[src/rtl/equalizer_band_mixer.sv]
// equalizer_band_mixer: weights each band by a double-buffered signed gain with one shared MAC, then rounds and saturates the mix.
// Ports: clk, rst (async, active-low), clk_enable (global hold); sample_valid/bands_in (sample set in);
// gain_wr_en/gain_wr_addr/gain_wr_data (shadow gain write), gain_commit (shadow -> active), overrun_clr;
// busy, mix_out/mix_valid/sat_flag (result), overrun (sticky dropped-sample flag).
module equalizer_band_mixer #(
    parameter int NUMBER_OF_BANDS = 8,
    parameter int BAND_BITS       = 16,
    parameter int OUT_BITS        = 16,
    parameter int GAIN_BITS       = 8,
    parameter int GAIN_FRAC_BITS  = 4,
    parameter int ADDR_BITS       = $clog2(NUMBER_OF_BANDS)
) (
    input  logic                                 clk,
    input  logic                                 rst,
    input  logic                                 clk_enable,
    input  logic                                 sample_valid,
    input  logic [NUMBER_OF_BANDS*BAND_BITS-1:0] bands_in,
    input  logic                                 gain_wr_en,
    input  logic [ADDR_BITS-1:0]                 gain_wr_addr,
    input  logic [GAIN_BITS-1:0]                 gain_wr_data,
    input  logic                                 gain_commit,
    input  logic                                 overrun_clr,
    output logic                                 busy,
    output logic signed [OUT_BITS-1:0]           mix_out,
    output logic                                 mix_valid,
    output logic                                 sat_flag,
    output logic                                 overrun
);
    localparam int PW = BAND_BITS + GAIN_BITS;
    localparam int AW = PW + $clog2(NUMBER_OF_BANDS);
    localparam int IW = ADDR_BITS + 1;
    localparam logic signed [GAIN_BITS-1:0] UNITY = GAIN_BITS'(1 << GAIN_FRAC_BITS);
    localparam logic signed [AW-1:0] HALF = (GAIN_FRAC_BITS > 0) ? AW'(1 << (GAIN_FRAC_BITS - 1)) : '0;
    localparam logic signed [AW-1:0] OMAX = {{(AW-OUT_BITS+1){1'b0}}, {(OUT_BITS-1){1'b1}}};
    localparam logic signed [AW-1:0] OMIN = {{(AW-OUT_BITS+1){1'b1}}, {(OUT_BITS-1){1'b0}}};

    typedef enum logic [1:0] {IDLE, ACCUM, OUTPUT} state_t;

    state_t                      state;
    logic signed [BAND_BITS-1:0] band_q     [NUMBER_OF_BANDS];
    logic signed [GAIN_BITS-1:0] shadow     [NUMBER_OF_BANDS];
    logic signed [GAIN_BITS-1:0] shadow_nxt [NUMBER_OF_BANDS];
    logic signed [GAIN_BITS-1:0] active     [NUMBER_OF_BANDS];
    logic [IW-1:0]               idx;
    logic [ADDR_BITS-1:0]        sel;
    logic signed [PW-1:0]        prod;
    logic signed [PW-1:0]        prod_q;
    logic signed [AW-1:0]        acc;
    logic signed [AW-1:0]        rnd;
    logic                        hi;
    logic                        lo;
    logic                        commit_pending;

    // Shadow bank as it will be after this cycle's write, so a same-cycle commit sees the write.
    always_comb begin
        for (int k = 0; k < NUMBER_OF_BANDS; k++)
            shadow_nxt[k] = (gain_wr_en && gain_wr_addr == ADDR_BITS'(k)) ? gain_wr_data : shadow[k];
    end

    // Products are registered one cycle ahead of the accumulate, so ACCUM runs N+1 cycles
    // (idx == N only drains the last product) and the result appears N+2 cycles after the sample.
    assign sel  = (idx < IW'(NUMBER_OF_BANDS)) ? idx[ADDR_BITS-1:0] : '0;
    assign prod = PW'(band_q[sel]) * PW'(active[sel]);
    assign rnd  = (acc + HALF) >>> GAIN_FRAC_BITS;
    assign hi   = rnd > OMAX;
    assign lo   = rnd < OMIN;
    assign busy = state != IDLE;

    always_ff @(posedge clk or negedge rst) begin
        if (!rst) begin
            state          <= IDLE;
            idx            <= '0;
            acc            <= '0;
            prod_q         <= '0;
            mix_out        <= '0;
            mix_valid      <= 1'b0;
            sat_flag       <= 1'b0;
            overrun        <= 1'b0;
            commit_pending <= 1'b0;
            for (int k = 0; k < NUMBER_OF_BANDS; k++) begin
                shadow[k] <= UNITY;
                active[k] <= UNITY;
                band_q[k] <= '0;
            end
        end else begin
            // Strobes are refreshed every clock so they last exactly one cycle even if clk_enable drops.
            mix_valid <= clk_enable && state == OUTPUT;
            sat_flag  <= clk_enable && state == OUTPUT && (hi || lo);
            if (clk_enable) begin
                for (int k = 0; k < NUMBER_OF_BANDS; k++)
                    shadow[k] <= shadow_nxt[k];
                overrun <= (sample_valid && state != IDLE) || (overrun && !overrun_clr);
                if (state == IDLE && (commit_pending || gain_commit)) begin
                    for (int k = 0; k < NUMBER_OF_BANDS; k++)
                        active[k] <= shadow_nxt[k];
                    commit_pending <= 1'b0;
                end else if (gain_commit) begin
                    commit_pending <= 1'b1;
                end
                case (state)
                    IDLE: if (sample_valid) begin
                        for (int k = 0; k < NUMBER_OF_BANDS; k++)
                            band_q[k] <= bands_in[k*BAND_BITS +: BAND_BITS];
                        acc   <= '0;
                        idx   <= '0;
                        state <= ACCUM;
                    end
                    ACCUM: begin
                        prod_q <= prod;
                        if (idx != '0)
                            acc <= acc + AW'(prod_q);
                        idx <= idx + 1'b1;
                        if (idx == IW'(NUMBER_OF_BANDS))
                            state <= OUTPUT;
                    end
                    OUTPUT: begin
                        mix_out <= hi ? OMAX[OUT_BITS-1:0] : lo ? OMIN[OUT_BITS-1:0] : rnd[OUT_BITS-1:0];
                        state   <= IDLE;
                    end
                    default: state <= IDLE;
                endcase
            end
        end
    end
endmodule

[config.mk]
export PLATFORM = sky130hd
export DESIGN_NAME = equalizer_band_mixer
export DESIGN_NICKNAME = d
export VERILOG_FILES = /design/src/rtl/equalizer_band_mixer.sv
export SDC_FILE = /design/constraint.sdc
export NUM_CORES = 1
export LEC_CHECK = 0
export CELL_PAD_IN_SITES_DETAIL_PLACEMENT = 0
export CELL_PAD_IN_SITES_GLOBAL_PLACEMENT = 2
export CORE_AREA = 5 5 229 231
export CTS_CLUSTER_DIAMETER = 150
export CTS_CLUSTER_SIZE = 8
export DETAILED_ROUTE_END_ITERATION = 16
export DIE_AREA = 0 0 234 236
export GPL_TIMING_DRIVEN = 0
export MAX_ROUTING_LAYER = met4
export PLACE_DENSITY = 0.83
export SYNTH_ARGS = -nofsm -noshare
export SYNTH_HDL_FRONTEND = slang
export SYNTH_SLANG_ARGS = --single-unit
[constraint.sdc]
create_clock -name clk -period 11.4 [get_ports clk]
set_input_delay 1.71 -clock clk [delete_from_list [all_inputs] [get_ports clk]]
set_output_delay 1.71 -clock clk [all_outputs]
set_load 0.05 [all_outputs]
==> results.sh <==
export IMPL_status="finished, final reports clean"
export IMPL_placed_cells=2844
export IMPL_place_ws_ns=3.05
export IMPL_cts_sinks=333
export IMPL_synth_area_leaders="dfrtp_1 (38%), mux2_2 (11%), fa_1 (10%), ha_1 (4.5%), nor2_1 (4.4%)"
export IMPL_min_period_ns=8.33
export IMPL_drt_iter0_markers=854
export IMPL_syn_nets=2332
export IMPL_yosysUniqueCellTypes=69
export IMPL_r2r_end="prod_q[22]"
export IMPL_fmax_mhz=120
export IMPL_whs_ns=0.483
export IMPL_num_rows=82
export IMPL_coreArea_um2=49900
export IMPL_synth_ff_type="dfrtp_1"
export IMPL_max_cap_violations=0
export IMPL_drt_pass1_iterations=5
export IMPL_layout_drive_gt1_share=0.157
export IMPL_start_util=0.415
export IMPL_min_from="shadow[20]"
export IMPL_fin_skew_ns=0.0302
export IMPL_cts_buffers=47
export IMPL_setup_ws_ns=3.07
export IMPL_slew_headroom=0.166
export IMPL_worst_setup_path_end_kind="register"
export IMPL_synth_edf_count=0
export IMPL_hold_buffers=0
export IMPL_grt_pass1_vias=16200
export IMPL_synth_top_area_frac=0.383
export IMPL_stdcell_count=2930
export IMPL_whs_endpoint="active[20]"
export IMPL_r2r_worst_path_cells=23
export IMPL_die_area_um2=55200
export IMPL_tightest_slew_ns=1.24
export IMPL_dpl_hpwl_um=48300
export IMPL_final_area_um2=24600
export IMPL_ys_warn_count=0
export IMPL_cp_max_fo=10
export IMPL_cts_setup_buffers=0
export IMPL_ctsLongestPathBuffers=3
export IMPL_cp_start_kind="register"
export IMPL_hold_class="register to register"
export IMPL_ant_nets=0
export IMPL_clock_latency_ns=0.58
export IMPL_ff2ff_setup_slack_ns=3.07
export IMPL_dieWidth_um=234
export IMPL_vias=15600
export IMPL_cts_tree="done"
export IMPL_grt_max_degree=114
export IMPL_synth_area_um2=20700
export IMPL_grt_pass1_wl_um=97200
export IMPL_syn2layout_area_growth_pct=18.9
export IMPL_drc=0
export IMPL_routed_wl_um=62700
export IMPL_syn_avg_cell_area_um2=10.3
export IMPL_cts_resized=0
export IMPL_final_hold_violation_count=0
export IMPL_grt_util_all_layers=0.235
export IMPL_num_io_pins=166
export IMPL_rsz0062_at_grt="no"
export IMPL_synth_seq_area_share=0.403
export IMPL_crit_arrival_ns=8.80
export IMPL_place_congestion=0.882
export IMPL_die_h_um=236
export IMPL_grt_ovfl_total=0
export IMPL_antenna_found_initial=4
export IMPL_hold_path_depth=2
export IMPL_critPathKind="register to register"
export IMPL_ys_ff_latch=333
export IMPL_syn_inst=2008
export IMPL_placed_cell_area_um2=23200
export IMPL_yosysTopAreaCell="dfrtp_1"
export IMPL_path_clk_slew_ns=0.05
export IMPL_finalCritPeriodShare=0.731
export IMPL_cts_root_buf="clkbuf_16"
export IMPL_io_buffers=161
export IMPL_synthArstFlopShare=1.00
export IMPL_num_nets_final=2545
export IMPL_timing_rr_start="idx[2]"
export IMPL_report_final_slew_viol_count=0
export IMPL_viasPerCell=5.34
export IMPL_htreeDepth=2
export IMPL_wl_per_cell_um=21.4
export IMPL_finalSetupViolations=0
export IMPL_worst_ep_required_time_ns=11.87
[layout make-up]
type / instances / area [um2]
diodes: 4 / 10.0
plain buffers: 100 / 425
clock buffers: 79 / 1320
clock inverters: 3 / 51.3
fillers: 4687 / 25200
inverters: 167 / 627
multi-input cells: 1408 / 11300
flip-flops and latches: 333 / 8350
well taps: 672 / 841
repair buffers: 164 / 1700
[layout by cell type (no fill, tap or decap), types with 11 or more instances in the layout]
master / count
nor3_1: 15
nand2_1: 178
a21o_1: 17
and3_1: 13
a22o_1: 19
xor2_1: 21
a31oi_1: 41
clkbuf_1: 102
a21oi_1: 116
nand2b_1: 15
ha_1: 74
xnor2_1: 32
mux4_2: 27
mux2i_1: 36
dfrtp_1: 317
nor2_1: 240
mux2_2: 198
buf_1: 11
nand3_1: 17
inv_1: 162
nor2b_1: 15
clkdlybuf4s50_1: 160
dfstp_2: 16
clkbuf_16: 48
o21ai_0: 84
or2_2: 33
fa_1: 104
o22ai_1: 25
[registers in the layout, summed over array words and instances, names as in the netlist]
signal and cells:
overrun 1, mix_valid 1, idx 4, sat_flag 1, prod_q 24, mix_out 16
acc 27, shadow 64, state 2, band_q 128, commit_pending 1, active 64
[stage by stage]
step | setup TNS [ns] | utilization
floorplan | 0 | -
global placement | -1928.86 | 0.464
detailed placement | 0 | 0.466
CTS | 0 | 0.494
global route | 0 | 0.494
finish | 0 | 0.494
[how the worst max path moves through the flow]
stage / start / end / slack (ns) / depth (start not counted)
floorplan: idx[2] / prod_q[21] / 4.84 / 24
global placement: rst / band_q[118] / -6.09 / 1
detailed placement: idx[3] / prod_q[22] / 3.05 / 24
CTS: idx[3] / prod_q[22] / 2.98 / 24
global route: idx[2] / prod_q[22] / 2.48 / 23
finish: idx[2] / prod_q[22] / 3.07 / 23
[logic make-up (layout without fill, tap and decap cells)]
kind of cell    after synthesis  in the layout  share of synthesized area
mux                         262            262                      0.155
other cells                   0              4                          0
buf+inv                     267            513                     0.0508
flops                       333            333                      0.403
compound gates              356            356                      0.103
fa+ha+maj                   178            178                      0.145
xor+xnor                     53             53                     0.0224
simple gates                559            559                      0.120
[per-layer routing]
| metal | part of all wire | track usage |
|---|---|---|
| met4 | 0.029 | 0.0715 |
| met1 | 0.43 | 0.307 |
| met2 | 0.50 | 0.378 |
| met3 | 0.042 | 0.0380 |
| met5 | 0 | - |
[synth_stat cells, types with 7 or more instances]
master and n:
a211oi_1 7, a21o_1 17, a21oi_1 116, a22o_1 19, a31oi_1 41, and3_1 13
buf_1 11, buf_2 10, clkbuf_1 71, dfrtp_1 317, dfstp_2 16, fa_1 104
ha_1 74, inv_1 162, mux2_2 198, mux2i_1 36, mux4_2 27, nand2_1 178
nand2b_1 15, nand3_1 17, nor2_1 240, nor2b_1 15, nor3_1 15, o21ai_0 84
o22ai_1 25, o31ai_1 10, or2_2 33, xnor2_1 32, xor2_1 21
[critical path, stage by stage (launching register included)]
cell and delay (ns):
dfrtp_1 0.32, buf_4 0.18, clkinv_1 0.23, nor2_2 0.70, mux4_2 0.65, a21oi_1 0.91
clkbuf_1 0.52, nand2b_1 0.21, fa_1 0.44, fa_1 0.56, inv_1 0.06, fa_1 0.52
inv_1 0.05, fa_1 0.55, inv_1 0.05, ha_1 0.28, o21ai_0 0.10, a21boi_0 0.35
o211ai_1 0.16, a21boi_0 0.41, o2111a_1 0.34, o311ai_0 0.19, and3_1 0.22, o31ai_1 0.18
Power is left out: the tool's default activity adds up to more than one toggle a clock period on the data nets, which glitch-free logic cannot reach.
==> patch 1 (config.mk and constraints unchanged) <==
Reset style: synchronous (`rst`), changed in one clocked block. Comments in the files are not updated.
--- a/src/rtl/equalizer_band_mixer.sv
+++ b/src/rtl/equalizer_band_mixer.sv
@@ -66,7 +66,7 @@
     assign lo   = rnd < OMIN;
     assign busy = state != IDLE;
 
-    always_ff @(posedge clk or negedge rst) begin
+    always_ff @(posedge clk) begin
         if (!rst) begin
             state          <= IDLE;
             idx            <= '0;
Function: differs if rst is asserted again (counterexample within 4 cycles, from zero or initial values and one cycle with rst low); with rst held inactive, the same outputs for 4 cycles.
==> patch 1 against the unedited design <==
Synthesized cell count decreased by 6.0%; sequential cell count unchanged; largest cell class unchanged; setup slack gained 0.45 ns; highest routed layer unchanged; wire length fell by 13%; critical path depth down 2; area after synthesis is 1.5% lower; cell area shrank 1.3%.
Power is left out: it rests on default switching activity, and per cell area and clock period it moved more than threefold.
==> patch 1: results (changes against the unedited design) <==
| Metric | Value |
|---|---|
| Outcome | complete, no violations |
| Synth Flop Type | edfxtp_1 |
| Final WL | 54,500 um (-13%) |
| Worst R2R Path Depth | 21 (-8.7%) |
| Port Buf Inserts | 153 (-5.0%) |
| Top cells by area, synth | edfxtp_1 (38%), fa_1 (10%), dfxtp_1 (7.6%) |
| Layout net count | 2,420 (-4.9%) |
| Placed cell count | 2,719 (-4.4%) |
| EDFF count, synth | 256 (+256) |
| Final Instance Area | 24,300 um^2 (-1.3%) |
| First-pass GRT wire length | 86,500 um (-11%) |
| Number of global-route vias before repair | 15,195 (-6.5%) |
| Reg clk slew, reported paths | 0.05 ns (about the same) |
| Distinct cells, synth | 86 (+25%) |
| Initial antenna violation count | 2 (-2) |
| Post-DP HPWL | 41,800 um (-13%) |
| DR WL/cell | 19.5 um (-8.6%) |
| Mean post-synth cell area | 10.8 um^2 (+4.9%) |
| Post-DP Area | 23,000 um^2 (-1.2%) |
| Sequential share of the synthesized area | 45.2% (+4.9 points) |
| Reg2Reg Setup Slack | 3.51 ns (+0.45 ns) |
| Fillers | 4,669 (-0.38%) |
| Worst clock skew | 0.0166 ns (-0.0136 ns) |
| Hold path startpoint | mix_out[6]$_SDFFE_PN0P_ |
| Crit path DAT | 8.33 ns (-0.47 ns) |
| Post-DR vias/cell | 5.22 (-2.1%) |
| Worst hold path class | flop to flop |
| Asr flop ratio synth | 0% (-100 points) |
| Pin count of the biggest net entering global routing | 65 (-43%) |
| Net count after synthesis | 2,211 (-5.2%) |
| Crit path from | idx[3]$_SDFFE_PN0P_ |
| RD Place Congestion | 0.846 (-4.1%) |
patch 1: stage by stage:
stage | worst slack [ns] | hold WS [ns]
floorplan | 3.01 | 0.445
global placement | -0.302 | 0.451
detailed placement | 3.42 | 0.456
CTS | 3.43 | 0.469
global route | 2.99 | 0.486
finish | 3.51 | 0.464
patch 1: routing by layer:
metal / track usage, % / up-vias / share of wire (%)
li1: - / 6964 / -
met1: 27.0 / 7229 / 44
met2: 34.3 / 288 / 50
met3: 2.66 / 77 / 4.2
met4: 4.63 / 0 / 2.1
met5: - / - / 0
patch 1: critical path, stage by stage, from the launching register on:
cell and delay, ns:
dfxtp_1 0.55, nand2b_1 0.30, buf_1 0.58, mux4_2 0.46, a21oi_1 0.83, clkbuf_1 0.49
nor2_1 0.12, fa_1 0.48, fa_1 0.52, fa_1 0.55, inv_1 0.05, fa_1 0.55
inv_1 0.05, ha_1 0.34, a21o_1 0.17, a21oi_1 0.35, a2bb2oi_1 0.20, o21ai_0 0.16
o41ai_1 0.47, o21ai_0 0.21, xnor2_1 0.20, o21ai_0 0.11
patch 1: worst min-delay path by stage:
stage	end	slack, ns	depth (start not counted)
floorplan	acc[0]$_SDFFE_PN0P_	0.44	2
global placement	mix_out[6]$_SDFFE_PN0P_	0.45	2
detailed placement	mix_out[6]$_SDFFE_PN0P_	0.46	2
CTS	mix_out[6]$_SDFFE_PN0P_	0.47	2
global route	acc[0]$_SDFFE_PN0P_	0.49	2
finish	mix_out[6]$_SDFFE_PN0P_	0.46	2
patch 1: cell type report:
type                    count  share of cell area (%)
multi-input cells        1290                    41.7
flip-flops and latches    333                    38.0
repair buffers            160                    6.97
clock buffers              64                    5.10
well taps                 672                    3.46
inverters                 163                    2.52
plain buffers             101                    1.88
clock inverters             4                   0.335
diodes                      1                  0.0103
patch 1: cell families (layout without fill, tap and decap cells):
| family | after synthesis | count (layout) | synth area share [%] |
|---|---|---|---|
| adders and majority gates | 178 | 178 | 14.7 |
| muxes | 103 | 103 | 6.93 |
| DFF | 333 | 333 | 45.2 |
| AOI/OAI and AO/OA | 245 | 245 | 7.86 |
| xor gates and xnor gates | 58 | 58 | 2.49 |
| and+or+nand+nor | 706 | 706 | 17.5 |
| other | 0 | 1 | 0 |
| buffers and inverters | 264 | 492 | 5.24 |
==> patch 2 (config.mk and constraints unchanged) <==
Without the edit above. Set the parameter `BAND_BITS` to 20 (it was 16).
--- a/src/rtl/equalizer_band_mixer.sv
+++ b/src/rtl/equalizer_band_mixer.sv
@@ -4,7 +4,7 @@
 // busy, mix_out/mix_valid/sat_flag (result), overrun (sticky dropped-sample flag).
 module equalizer_band_mixer #(
     parameter int NUMBER_OF_BANDS = 8,
-    parameter int BAND_BITS       = 16,
+    parameter int BAND_BITS       = 20,
     parameter int OUT_BITS        = 16,
     parameter int GAIN_BITS       = 8,
     parameter int GAIN_FRAC_BITS  = 4,
Ports: changed (resized bands_in); port bits go from 166 to 198. The function was not compared with the original's and may differ.
==> patch 2 against the unedited design <==
Wire length grew 14%; worst hold slack worse by 0.011 ns; first-iteration DRC count is 13% higher; sequential cell count rose by 40; cell count rose by 13%; setup slack better by 0.30 ns; cell area rose by 15%; area after synthesis increased by 16%; critical path type unchanged; critical endpoint is now prod_q[27]$_DFFE_PN0P_.
Power is left out: the tool's default activity adds up to more than one toggle a clock period on the data nets, which glitch-free logic cannot reach.
==> patch 2: results (changes against the unedited design) <==
| Metric | Value |
|---|---|
| Total Routing Usage GR | 26.6% (+3.1 points) |
| Final WL | 71,200 um (+14%) |
| DR vias | 18,175 (+16%) |
| Initial DRC Count | 969 (+13%) |
| CTS Buf Count | 52 (+11%) |
| Commonest cells in the netlist | dfrtp_1 (357), nor2_1 (295), mux2_2 (225) |
| Mux share of post-synthesis cell area | 14.9% (-0.57 points) |
| Multi-input gate area | 13,300 um^2 (+18%) |
| Adder-cell share of the synthesized area | 15.2% (+0.68 points) |
| First-pass GRT wire length | 110,000 um (+13%) |
| Distinct cells, synth | 67 (-2.9%) |
| Worst Hold Slack | 0.472 ns (-0.0110 ns) |
| CP peak stage delay | 0.74 ns (-0.17 ns) |
| Worst R2R Path Depth | 22 (-4.3%) |
| Met1 GRT Util | 33.7% (+3.0 points) |
| Number of global-route vias before repair | 18,765 (+15%) |
| RD Place Congestion | 0.901 (+2.2%) |
| Largest registers | band_q: 160 flops, active: 64 flops, shadow: 64 flops |
| Crit path DAT | 8.47 ns (-0.33 ns) |
| Cells after Synth | 2,361 (+18%) |
| Clock Latency Late Sink | 0.61 ns (+0.03 ns) |
| Metal3 WL | 3500 um (+34%) |
| Fillers | 4,471 (-4.6%) |
| Worst clock skew | 0.0294 ns (-0.000708 ns) |
| Post-Synth XOR/XNOR Area | 2.16% (-0.082 points) |
| Slowest CP cell | mux2i_1 |
| RR Endpoint | prod_q[27]$_DFFE_PN0P_ |
| Sequential share of the synthesized area | 39.1% (-1.2 points) |
| Root Buffer | clkbuf_16 |
| Post-DP Area | 26,800 um^2 (+15%) |
| Met2 WL post-DR | 35,300 um (+14%) |
| Hold path startpoint | mix_out[14]$_DFFE_PN0P_ |
| Layout net count | 3,006 (+18%) |
| Post-DP HPWL | 55,000 um (+14%) |
| Compound-gate portion of the synthesized area | 11.2% (+0.83 points) |
| Hold path depth | 1 (-1) |
| Met2 Track Usage GR | 44.0% (+6.2 points) |
| Top cells by area, synth | dfrtp_1 (37%), fa_1 (11%), mux2_2 (11%) |
| Hold endpoint | mix_out[14]$_DFFE_PN0P_ |
| Reg2Reg Setup Slack | 3.36 ns (+0.30 ns) |
| Worst-margin pin slew | 1.07 ns (-0.173 ns) |
| Met3 Track Usage GR | 4.23% (+0.43 points) |
| Metal-1 WL | 29,900 um (+10%) |
| Outcome | complete, no violations |
[patch 2: cell count changes after synthesis, sizes merged, moves of 11 or more]
| cell | unedited run | this run |
|---|---|---|
| a211oi | 7 | 23 |
| a21o | 17 | 29 |
| a21oi | 116 | 135 |
| a22o | 19 | 7 |
| buf | 29 | 18 |
| clkbuf | 71 | 100 |
| dfrtp | 317 | 357 |
| fa | 104 | 128 |
| ha | 74 | 86 |
| inv | 162 | 201 |
| mux2 | 199 | 226 |
| nand2 | 178 | 203 |
| nor2 | 241 | 296 |
| o21ai | 88 | 103 |
[patch 2: worst max path at each step]
stage | slack [ns] | depth (start not counted) | to | start
2_1_floorplan | 5.05 | 20 | prod_q[24]$_DFFE_PN0P_ | idx[3]$_DFFE_PN0P_
3_3_place_gp | -7.84 | 1 | shadow[62]$_DFFE_PN0P_ | rst
3_5_place_dp | 3.27 | 22 | prod_q[27]$_DFFE_PN0P_ | idx[2]$_DFFE_PN0P_
4_1_cts | 3.24 | 22 | prod_q[27]$_DFFE_PN0P_ | idx[2]$_DFFE_PN0P_
5_1_grt | 2.69 | 22 | prod_q[27]$_DFFE_PN0P_ | idx[2]$_DFFE_PN0P_
6_report | 3.36 | 22 | prod_q[27]$_DFFE_PN0P_ | idx[2]$_DFFE_PN0P_
[patch 2: cell type report]
| class | count | area share (%) |
|---|---|---|
| Multi-Input combinational cell | 1665 | 47.1 |
| Sequential cell | 373 | 33.1 |
| Timing Repair Buffer | 199 | 7.25 |
| Clock buffer | 68 | 4.82 |
| Tap cell | 672 | 2.98 |
| Inverter | 205 | 2.72 |
| Buffer | 118 | 1.67 |
| Clock inverter | 4 | 0.226 |
| Antenna cell | 10 | 0.0885 |
